## src/rtl/inst_mem_loader_pkg.sv

```systemverilog
// Shared types and constants for the boot-time instruction memory loader.
// Optional checksum trailer is enabled by defining INST_LOADER_CHECKSUM_EN.
package inst_mem_loader_pkg;

    localparam int unsigned HDR_BYTES  = 4;
    localparam int unsigned WORD_BYTES = 4;

`ifdef INST_LOADER_CHECKSUM_EN
    typedef enum logic [2:0] {
        S_LEN  = 3'd0,
        S_DATA = 3'd1,
        S_CSUM = 3'd2,
        S_DONE = 3'd3,
        S_ERR  = 3'd4
    } state_e;

    localparam state_e S_AFTER_DATA = S_CSUM;
`else
    typedef enum logic [2:0] {
        S_LEN  = 3'd0,
        S_DATA = 3'd1,
        S_DONE = 3'd3,
        S_ERR  = 3'd4
    } state_e;

    localparam state_e S_AFTER_DATA = S_DONE;
`endif

    // Byte address of word number idx; wraps modulo 2^32 by construction.
    function automatic logic [31:0] word_byte_addr(input logic [31:0] base,
                                                   input logic [31:0] idx);
        return base + {idx[29:0], 2'b00};
    endfunction

endpackage

```

## src/rtl/inst_mem_loader_if.sv

```systemverilog
// Byte-stream input, instruction-memory write port and boot status of the loader.
interface inst_mem_loader_if;

    logic        in_valid;
    logic        in_ready;
    logic [7:0]  in_data;
    logic        mem_we;
    logic [31:0] mem_addr;
    logic [31:0] mem_wdata;
    logic        cpu_hold;
    logic        load_done;
    logic        load_error;

    modport slave (
        input  in_valid, in_data,
        output in_ready, mem_we, mem_addr, mem_wdata, cpu_hold, load_done, load_error
    );

    modport master (
        output in_valid, in_data,
        input  in_ready, mem_we, mem_addr, mem_wdata, cpu_hold, load_done, load_error
    );

endinterface

```

## src/rtl/inst_mem_loader_byte_word_packer.sv

```systemverilog
// Assembles little-endian bytes into 32-bit words; word_valid_o pulses while the
// 4th byte of a word is being accepted, with the complete word on word_o.
module inst_mem_loader_byte_word_packer (
    input  logic        clk,
    input  logic        rst_n,
    input  logic        byte_valid_i,
    input  logic [7:0]  byte_i,
    output logic        word_valid_o,
    output logic [31:0] word_o
);

    logic [1:0]  byte_idx_q, byte_idx_d;
    logic [23:0] shift_q,    shift_d;

    // NOTE: every variable gets a default before any branch so no latch is inferred.
    always_comb begin
        byte_idx_d = byte_idx_q;
        shift_d    = shift_q;
        if (byte_valid_i) begin
            byte_idx_d = byte_idx_q + 2'd1;
            if (byte_idx_q != 2'd3) begin
                shift_d[int'(byte_idx_q) * 8 +: 8] = byte_i;
            end
        end
    end

    // NOTE: sequential state uses non-blocking assignments only.
    always_ff @(posedge clk) begin
        if (!rst_n) begin
            byte_idx_q <= 2'd0;
            shift_q    <= 24'd0;
        end else begin
            byte_idx_q <= byte_idx_d;
            shift_q    <= shift_d;
        end
    end

    assign word_valid_o = byte_valid_i && (byte_idx_q == 2'd3);
    assign word_o       = {byte_i, shift_q};

endmodule

```

## src/rtl/inst_mem_loader.sv

```systemverilog
// Boot loader: length header + N little-endian words written to instruction memory;
// holds the core in reset until done. INST_LOADER_CHECKSUM_EN adds a sum trailer.
module inst_mem_loader
    import inst_mem_loader_pkg::*;
#(
    parameter int unsigned DEPTH     = 65536,
    parameter logic [31:0] BASE_ADDR = 32'h0
) (
    input  logic             clk,
    input  logic             rst_n,
    inst_mem_loader_if.slave bus
);

    state_e      state_q,     state_d;
    logic [31:0] word_cnt_q,  word_cnt_d;
    logic [31:0] n_q,         n_d;
    logic        mem_we_q,    mem_we_d;
    logic [31:0] mem_addr_q,  mem_addr_d;
    logic [31:0] mem_wdata_q, mem_wdata_d;
`ifdef INST_LOADER_CHECKSUM_EN
    logic [31:0] sum_q,       sum_d;
`endif

    logic        in_ready;
    logic        accept;
    logic        word_valid;
    logic [31:0] word;

    assign accept = bus.in_valid && in_ready;

    inst_mem_loader_byte_word_packer u_packer (
        .clk          (clk),
        .rst_n        (rst_n),
        .byte_valid_i (accept),
        .byte_i       (bus.in_data),
        .word_valid_o (word_valid),
        .word_o       (word)
    );

    always_comb begin
        state_d     = state_q;
        word_cnt_d  = word_cnt_q;
        n_d         = n_q;
        mem_we_d    = 1'b0;
        mem_addr_d  = mem_addr_q;
        mem_wdata_d = mem_wdata_q;
`ifdef INST_LOADER_CHECKSUM_EN
        sum_d       = sum_q;
`endif
        unique case (state_q)
            S_LEN: begin
                if (word_valid) begin
                    n_d = word;
                    if (word > 32'(DEPTH)) begin
                        state_d = S_ERR;
                    end else if (word == 32'd0) begin
                        state_d = S_AFTER_DATA;
                    end else begin
                        state_d = S_DATA;
                    end
                end
            end
            S_DATA: begin
                if (word_valid) begin
                    mem_we_d    = 1'b1;
                    mem_wdata_d = word;
                    mem_addr_d  = word_byte_addr(BASE_ADDR, word_cnt_q);
                    word_cnt_d  = word_cnt_q + 32'd1;
`ifdef INST_LOADER_CHECKSUM_EN
                    sum_d       = sum_q + word;
`endif
                    if (word_cnt_q + 32'd1 == n_q) begin
                        state_d = S_AFTER_DATA;
                    end
                end
            end
`ifdef INST_LOADER_CHECKSUM_EN
            S_CSUM: begin
                if (word_valid) begin
                    state_d = (word == sum_q) ? S_DONE : S_ERR;
                end
            end
`endif
            S_DONE: state_d = S_DONE;
            S_ERR:  state_d = S_ERR;
            default: state_d = S_ERR;
        endcase
    end

    always_ff @(posedge clk) begin
        if (!rst_n) begin
            state_q     <= S_LEN;
            word_cnt_q  <= 32'd0;
            n_q         <= 32'd0;
            mem_we_q    <= 1'b0;
            mem_addr_q  <= BASE_ADDR;
            mem_wdata_q <= 32'd0;
`ifdef INST_LOADER_CHECKSUM_EN
            sum_q       <= 32'd0;
`endif
        end else begin
            state_q     <= state_d;
            word_cnt_q  <= word_cnt_d;
            n_q         <= n_d;
            mem_we_q    <= mem_we_d;
            mem_addr_q  <= mem_addr_d;
            mem_wdata_q <= mem_wdata_d;
`ifdef INST_LOADER_CHECKSUM_EN
            sum_q       <= sum_d;
`endif
        end
    end

    // Status depends on state only, so in_ready never looks at in_valid.
    always_comb begin
        in_ready       = 1'b0;
        bus.cpu_hold   = 1'b1;
        bus.load_done  = 1'b0;
        bus.load_error = 1'b0;
        unique case (state_q)
            S_LEN, S_DATA: in_ready = 1'b1;
`ifdef INST_LOADER_CHECKSUM_EN
            S_CSUM:        in_ready = 1'b1;
`endif
            S_DONE: begin
                bus.cpu_hold  = 1'b0;
                bus.load_done = 1'b1;
            end
            S_ERR:   bus.load_error = 1'b1;
            default: bus.load_error = 1'b1;
        endcase
    end

    assign bus.in_ready  = in_ready;
    assign bus.mem_we    = mem_we_q;
    assign bus.mem_addr  = mem_addr_q;
    assign bus.mem_wdata = mem_wdata_q;

endmodule
```

## src/flat_wrapper.sv

```systemverilog
// flat-port wrapper written by rule: the top's interface ports become plain ports
module inst_mem_loader_flat import inst_mem_loader_pkg::*;
#(
    parameter int unsigned DEPTH     = 65536,
    parameter logic [31:0] BASE_ADDR = 32'h0
)
  (clk, rst_n, bus_in_valid, bus_in_data, bus_in_ready, bus_mem_we, bus_mem_addr, bus_mem_wdata, bus_cpu_hold, bus_load_done, bus_load_error);
  inst_mem_loader_if bus_i ();
  input  logic clk;
  input  logic rst_n;
  input wire logic [$bits(bus_i.in_valid)-1:0] bus_in_valid;
  input wire logic [$bits(bus_i.in_data)-1:0] bus_in_data;
  output wire logic [$bits(bus_i.in_ready)-1:0] bus_in_ready;
  output wire logic [$bits(bus_i.mem_we)-1:0] bus_mem_we;
  output wire logic [$bits(bus_i.mem_addr)-1:0] bus_mem_addr;
  output wire logic [$bits(bus_i.mem_wdata)-1:0] bus_mem_wdata;
  output wire logic [$bits(bus_i.cpu_hold)-1:0] bus_cpu_hold;
  output wire logic [$bits(bus_i.load_done)-1:0] bus_load_done;
  output wire logic [$bits(bus_i.load_error)-1:0] bus_load_error;
  assign bus_i.in_valid = bus_in_valid;
  assign bus_i.in_data = bus_in_data;
  assign bus_in_ready = bus_i.in_ready;
  assign bus_mem_we = bus_i.mem_we;
  assign bus_mem_addr = bus_i.mem_addr;
  assign bus_mem_wdata = bus_i.mem_wdata;
  assign bus_cpu_hold = bus_i.cpu_hold;
  assign bus_load_done = bus_i.load_done;
  assign bus_load_error = bus_i.load_error;
  inst_mem_loader #(.DEPTH(DEPTH), .BASE_ADDR(BASE_ADDR)) u_core (.clk(clk), .rst_n(rst_n), .bus(bus_i));
endmodule
```

## config.mk

```make
export PLATFORM = sky130hd
export DESIGN_NAME = inst_mem_loader_flat
export DESIGN_NICKNAME = d
export VERILOG_FILES = /design/src/rtl/inst_mem_loader_pkg.sv /design/src/rtl/inst_mem_loader_if.sv /design/src/rtl/inst_mem_loader_byte_word_packer.sv /design/src/rtl/inst_mem_loader.sv /design/src/flat_wrapper.sv
export SDC_FILE = /design/constraint.sdc
export NUM_CORES = 1
export LEC_CHECK = 0
export BUFFER_PORTS_ARGS = -buffer_cell sky130_fd_sc_hd__buf_2
export CAP_MARGIN = 5
export CORE_MARGIN = 2
export CORE_UTILIZATION = 52
export DETAILED_ROUTE_END_ITERATION = 8
export GPL_ROUTABILITY_DRIVEN = 0
export HOLD_SLACK_MARGIN = 0.06
export PLACE_DENSITY = 0.77
export SYNTH_ARGS = -nofsm -noshare
export SYNTH_HDL_FRONTEND = slang
export SYNTH_HIERARCHICAL = 1
export SYNTH_SLANG_ARGS = --single-unit
export TNS_END_PERCENT = 10
```

## constraint.sdc

```tcl
create_clock -name clk -period 3.25 [get_ports clk]
set_input_delay 0.8125 -clock clk [delete_from_list [all_inputs] [get_ports clk]]
set_output_delay 0.8125 -clock clk [all_outputs]
set_load 0.005 [all_outputs]
```

==> impl_metrics.env, run 1 <==
export IMPL_slew_headroom=0.612
export IMPL_pwr_share_comb=0.039
export IMPL_synth_xor_area_frac=0.0759
export IMPL_reg2reg_to="u_core/state_q[2]"
export IMPL_grt_util_all_layers=0.245
export IMPL_postCtsSetupRepairBufs=0
export IMPL_numPortBuffers=77
export IMPL_synth_ff_type="dfxtp_1"
export IMPL_p_seq_frac=0.488
export IMPL_final_nets=935
export IMPL_whs_path_depth=2
export IMPL_fmaxAchievable_ghz=0.356
export IMPL_drtAntennaViolNets=0
export IMPL_cts_resized_gates=0
export IMPL_synthArstFlopShare=0
export IMPL_core_area_um2=13900
export IMPL_drv_slew=0
export IMPL_synth_cells=876
export IMPL_ir_drop_mv=0.333
export IMPL_maxCapViolCount=0
export IMPL_synthSimpleGateAreaFrac=0.262
export IMPL_crit_type="flop to flop"
export IMPL_p_leak_nw=3.17
export IMPL_start_util=0.532
export IMPL_cellPowerDensity_nw_per_um2=476
export IMPL_drc=0
export IMPL_antenna_found_initial=0
export IMPL_worst_slew_pin_slew_ns=0.581
export IMPL_cts_tree="yes"
export IMPL_setup_tns_ns=0
export IMPL_grt_pass1_wl_um=28600
export IMPL_reg2reg_setup_slack_ns=0.44
export IMPL_ios=80
export IMPL_synth_compound_area_frac=0.175
export IMPL_grt_pass1_vias=5628
export IMPL_firstDrtPassIters=5
export IMPL_r2r_cells=9
export IMPL_die_h_um=123
export IMPL_drive_gt1_frac=0.151
export IMPL_synth_seq_cells=156
export IMPL_hold_buffers=0
export IMPL_root_buffer="clkbuf_16"
export IMPL_cp_required_ns=3.60
export IMPL_hold_class="flop to flop"
export IMPL_viasPerCell=5.57
export IMPL_synth_top_family_by_area="simple AND/OR/NAND/NOR gates"
export IMPL_hp_start="u_core/bus.mem_wdata[28]"
export IMPL_fillers=1278
export IMPL_cts_buffers=17
export IMPL_clock_sinks=156
export IMPL_ys_seq_area_frac=0.423
export IMPL_end_kind="flop"
export IMPL_post_dp_hpwl_um=12700
export IMPL_layout_commonest_cell="nand2_1"
export IMPL_clk_pin_slew_ns=0.06
export IMPL_antenna_cells=0
export IMPL_syn_area_um2=7390
export IMPL_syn2layout_area_growth_pct=13.0
export IMPL_grt_max_degree=71
export IMPL_ys_types=60
export IMPL_status="complete, no violations"
export IMPL_rsz0062_at_grt="no"
export IMPL_die_x_um=123
export IMPL_fin_crit_sh=0.865
export IMPL_synth_edf_count=0
export IMPL_cts_path_max_buffers=2
export IMPL_synth_mux_area_frac=0.00542
export IMPL_power_switching_w=0.000885
export IMPL_switching_share=0.223
export IMPL_drt_iter0_markers=497
export IMPL_fp_row_count=43
export IMPL_finalHoldViolCount=0
export IMPL_min_period_ns=2.81
export IMPL_vias=6179
export IMPL_skew_ns=0.00800
export IMPL_routed_wl_um=17900
export IMPL_clock_latency_ns=0.42
export IMPL_internal_power_w=0.00309
export IMPL_final_cell_mix="nand2_1 (225), dfxtp_1 (156), a21boi_0 (104), buf_2 (76), xnor2_1 (37)"
export IMPL_yosysWarnings=6
export IMPL_yosys_area_share_adder=0.0102
export IMPL_holdPathEnd="u_core/bus.mem_wdata[28]"
export IMPL_worstPathArrival_ns=3.16
export IMPL_avgRoutedWirePerCell_um=16.1
export IMPL_crit_path_start_kind="flop"
export IMPL_final_util=0.601
export IMPL_syn_avg_cell_area_um2=8.43
export IMPL_setup_viol=0
export IMPL_p_clk_frac=0.473
export IMPL_h_tree_depth=4
export IMPL_r2r_start="u_core/word_cnt_q[0]"
export IMPL_dieArea_um2=15200
export IMPL_grt_overflow=0
export IMPL_worst_path_max_fanout=8
worst max-delay path by stage:
stage,slack [ns],to,depth (start not counted),start
detailed placement,0.45,u_core/bus.mem_wdata[16],8,bus_in_valid
global placement,0.46,u_core/state_q[2],9,u_core/word_cnt_q[0]
floorplan,0.67,u_core/bus.mem_addr[24],9,bus_in_valid
global route,0.22,u_core/state_q[1],9,u_core/word_cnt_q[0]
CTS,0.44,u_core/state_q[2],9,u_core/word_cnt_q[0]
finish,0.44,u_core/state_q[2],9,u_core/word_cnt_q[0]
sequential cells by signal (all words and copies together) (netlist names):
register / count
u_core/bus.mem_addr: 30
u_core/state_q: 3
u_core/bus.mem_we: 1
u_core/word_cnt_q: 32
u_core/bus.mem_wdata: 32
u_core/n_q: 32
u_core/u_packer/byte_idx_q: 2
u_core/u_packer/shift_q: 24
synth_stat cells (5+ instances only):
master | count | area (um^2)
nand2_1 | 225 | 845
buf_2 | 10 | 50.1
ha_1 | 6 | 75.1
nor2_1 | 26 | 97.6
a21boi_1 | 9 | 67.6
buf_4 | 14 | 105
dfxtp_1 | 156 | 3120
o21ai_0 | 10 | 50.1
clkbuf_1 | 38 | 143
buf_1 | 5 | 18.8
and2_1 | 29 | 181
xor2_1 | 27 | 236
a22o_1 | 14 | 123
nor4_1 | 14 | 87.6
a21boi_0 | 104 | 781
or3_1 | 10 | 62.6
nand4_1 | 16 | 100
inv_1 | 7 | 26.3
nand3_1 | 26 | 130
nor3_1 | 10 | 50.1
xnor2_1 | 37 | 324
and3_1 | 14 | 87.6
area by class of cell:
class,count,area [um^2],area share
multi-input combinational,645,3920,0.470
inverter,7,26.3,0.00315
sequential,156,3120,0.374
clock buffer,21,470,0.0564
tap,180,225,0.0270
timing repair buffer,91,493,0.0591
clock inverter,9,87.6,0.0105
critical path: stages, from the launching register on:
cell,delay [ns]
dfxtp_1,0.46
ha_1,0.28
nand3_2,0.22
nor4_4,0.50
nand2_1,0.11
or3_1,0.34
xor2_1,0.18
a2111oi_4,0.34
a31oi_1,0.18
nor3_2,0.13
layer usage:
metal / global-route usage / up-vias / wire length (um)
met3: 0.0567 / 19 / 1040
met1: 0.322 / 2926 / 8000
met4: 0.0888 / 0 / 274
met2: 0.394 / 182 / 8540
met5: 0 / - / 0
li1: - / 3052 / -
power by group through the flow:
stage                     Combinational (W)  Clock [W]  Sequential [W]
after floorplan                    0.000120          0         0.00197
after global placement             0.000151          0         0.00198
after detailed placement           0.000151          0         0.00198
after CTS                          0.000153    0.00191         0.00194
after global routing               0.000167    0.00199         0.00194
final                              0.000154    0.00188         0.00194
through the flow:
| step | cells | hold slack, ns | total power, W | setup WS [ns] | area [um^2] |
|---|---|---|---|---|---|
| 6_report | 1109 | 0.457 | 0.00397 | 0.440 | 8350 |
| 5_1_grt | 1109 | 0.484 | 0.00410 | 0.217 | 8350 |
| 4_1_cts | 1109 | 0.463 | 0.00400 | 0.437 | 8350 |
| 3_5_place_dp | 1079 | 0.455 | 0.00213 | 0.446 | 7790 |
| 3_3_place_gp | 1079 | 0.449 | 0.00213 | 0.457 | 7790 |
| 2_1_floorplan | 877 | 0.455 | 0.00209 | 0.674 | 7390 |
logic make-up (layout without fill, tap and decap cells):
| logic type | after synthesis | after routing |
|---|---|---|
| simple gates | 399 | 399 |
| compound gates | 170 | 170 |
| flops | 156 | 156 |
| buf+inv | 76 | 128 |
| xor+xnor | 64 | 64 |
| fa+ha+maj | 6 | 6 |
| mux | 4 | 4 |
| other cells | 1 | 2 |
No activity file was read; power rests on OpenSTA's default activity.
==> run 2, diff against run 1 <==
CORE_MARGIN = default   (was 2)
PLACE_DENSITY = 0.8   (was 0.77)
clock period = 2.58 ns   (was 3.25 ns; I/O delays follow)
==> run 2 against run 1 <==
Sequential power grew 26%; die area shrank 3.2%; non-clock buffer count grew 29; count of clock-buffer cells in the layout shrank 1; design area grew 3.9%; core utilization grew 2.3 points; routed wire length grew 4.0%; register-to-register slack lost 0.33 ns; via count grew 3.5%; highest routed layer unchanged; largest cell class unchanged; sequential cell count is the same; first-iteration DRC count grew 26%; worst setup slack lost 0.33 ns.
==> impl_metrics.env, run 2 (synthesis results as in run 1) <==
export IMPL_status="complete, no violations"
export IMPL_finalHoldViolCount=0
export IMPL_fp_row_count=43
export IMPL_p_seq_frac=0.469
export IMPL_drive_gt1_frac=0.190
export IMPL_crit_buf_inv=1
export IMPL_firstDrtPassIters=7
export IMPL_fmaxAchievable_ghz=0.405
export IMPL_numPortBuffers=77
export IMPL_critPathTopFamily="simple AND/OR/NAND/NOR gates"
export IMPL_fin_crit_sh=0.956
export IMPL_vias=6394
export IMPL_syn2layout_area_growth_pct=17.3
export IMPL_drtAntennaViolNets=0
export IMPL_clock_sinks=156
export IMPL_power_switching_w=0.00115
export IMPL_routed_wl_um=18600
export IMPL_final_util=0.624
export IMPL_antenna_found_initial=0
export IMPL_internal_power_w=0.00405
export IMPL_path_cells="ha_2, nand3_2, buf_4, a21o_2, nand2_1, o2111ai_1, or4_1, a2111oi_4, a31oi_1, nor3_2"
export IMPL_drv_slew=0
export IMPL_switching_share=0.221
export IMPL_final_cell_mix="nand2_1 (225), dfxtp_1 (148), a21boi_0 (104), buf_2 (76), buf_4 (42)"
export IMPL_min_period_ns=2.47
export IMPL_root_buffer="clkbuf_16"
export IMPL_clock_latency_ns=0.43
export IMPL_drc=0
export IMPL_antenna_cells=0
export IMPL_total_power_w=0.00520
export IMPL_hold_buffers=0
export IMPL_hold_class="flop to flop"
export IMPL_pwr_share_comb=0.038
export IMPL_start_util=0.532
export IMPL_worstPathArrival_ns=2.83
export IMPL_grt_pass1_vias=5861
export IMPL_p_clk_frac=0.492
export IMPL_slew_headroom=0.656
export IMPL_post_dp_hpwl_um=13100
export IMPL_avgRoutedWirePerCell_um=16.3
export IMPL_worst_path_max_fanout=7
export IMPL_die_x_um=121
export IMPL_crit_path_start_kind="flop"
export IMPL_cts_path_max_buffers=2
export IMPL_viasPerCell=5.61
export IMPL_grt_util_all_layers=0.265
export IMPL_ios=80
export IMPL_ir_drop_mv=0.464
export IMPL_setup_viol=0
export IMPL_cp_required_ns=2.94
export IMPL_grt_max_degree=143
export IMPL_end_kind="flop"
export IMPL_maxCapViolCount=0
export IMPL_layout_commonest_cell="nand2_1"
export IMPL_max_stage_delay_ns=0.57
export IMPL_cellPowerDensity_nw_per_um2=600
export IMPL_grt_overflow=0
export IMPL_grt_pass1_wl_um=30000
export IMPL_crit_type="flop to flop"
export IMPL_p_leak_nw=3.35
export IMPL_cts_tree="yes"
export IMPL_cts_buffers=17
export IMPL_final_nets=964
export IMPL_crit_slowest_cell="or4_1"
export IMPL_skew_ns=0.0102
export IMPL_clk_pin_slew_ns=0.06
export IMPL_dieArea_um2=14700
export IMPL_die_h_um=121
export IMPL_core_area_um2=13900
export IMPL_h_tree_depth=4
export IMPL_worst_slew_pin_slew_ns=0.512
export IMPL_drt_iter0_markers=628
## run 2: cell types whose count changed in the layout (fill, tap and decap cells not counted), moves of 2 or more
cell	previous run	this run
bufinv_16	1	3
nor3_1	9	6
clkinvlp_4	4	2
buf_4	15	42
nor3_2	2	5
clkbuf_8	3	1
dfxtp_2	0	8
dfxtp_1	156	148
clkinv_4	0	4
buf_12	0	2
## run 2: path summary, 6_finish.rpt
check,from,to,slack [ns],cells after the start
setup / recovery,u_core/word_cnt_q[0],u_core/state_q[2],0.11,10
hold / removal,u_core/bus.mem_addr[13],u_core/bus.mem_addr[13],0.46,2
hold reg to reg,u_core/bus.mem_addr[13],u_core/bus.mem_addr[13],0.46,2
setup reg to reg,u_core/word_cnt_q[0],u_core/state_q[2],0.11,10
## run 2: what timing repair did
action,in CTS,in global routing
endpoints found under the setup margin,0,2
gates resized for setup,0,13
buffers inserted,0,1
## run 2: area by class of cell
cell class	count	area, um^2
multi-input cells	645	3940
repair buffers	120	736
clock buffers	20	447
inverters	7	26.3
clock inverters	12	163
flip-flops and latches	156	3130
well taps	180	225
fillers	1203	5210
## run 2: worst min-delay path: cells and delay by family, from the launching register on
kind,cells,cell delay (ns)
flops,1,0.30
compound gates,1,0.06
simple gates,1,0.04
## run 2: power groups by stage
stage / Sequential, W / Clock, W / Combinational, W
2_1_floorplan: 0.00249 / 0 / 0.000151
3_5_place_dp: 0.00249 / 0 / 0.000196
3_3_place_gp: 0.00249 / 0 / 0.000192
4_1_cts: 0.00244 / 0.00259 / 0.000199
5_1_grt: 0.00244 / 0.00270 / 0.000215
6_report: 0.00244 / 0.00256 / 0.000200
## run 2: layer usage
metal | wire [um] | GRT usage
met3 | 1240 | 0.0583
met2 | 8770 | 0.424
met4 | 535 | 0.110
met5 | 0 | 0
met1 | 8040 | 0.344
## run 2: through the flow
stage	hold WS [ns]	TNS, ns	area, um^2	instances	worst slack [ns]
finish	0.457	0	8670	1140	0.113
detailed placement	0.454	0	8020	1107	0.0422
floorplan	0.455	0	7390	877	0.124
global placement	0.447	0	8020	1107	0.163
CTS	0.462	0	8630	1139	0.0190
global route	0.480	-0.000665	8670	1140	-0.000665
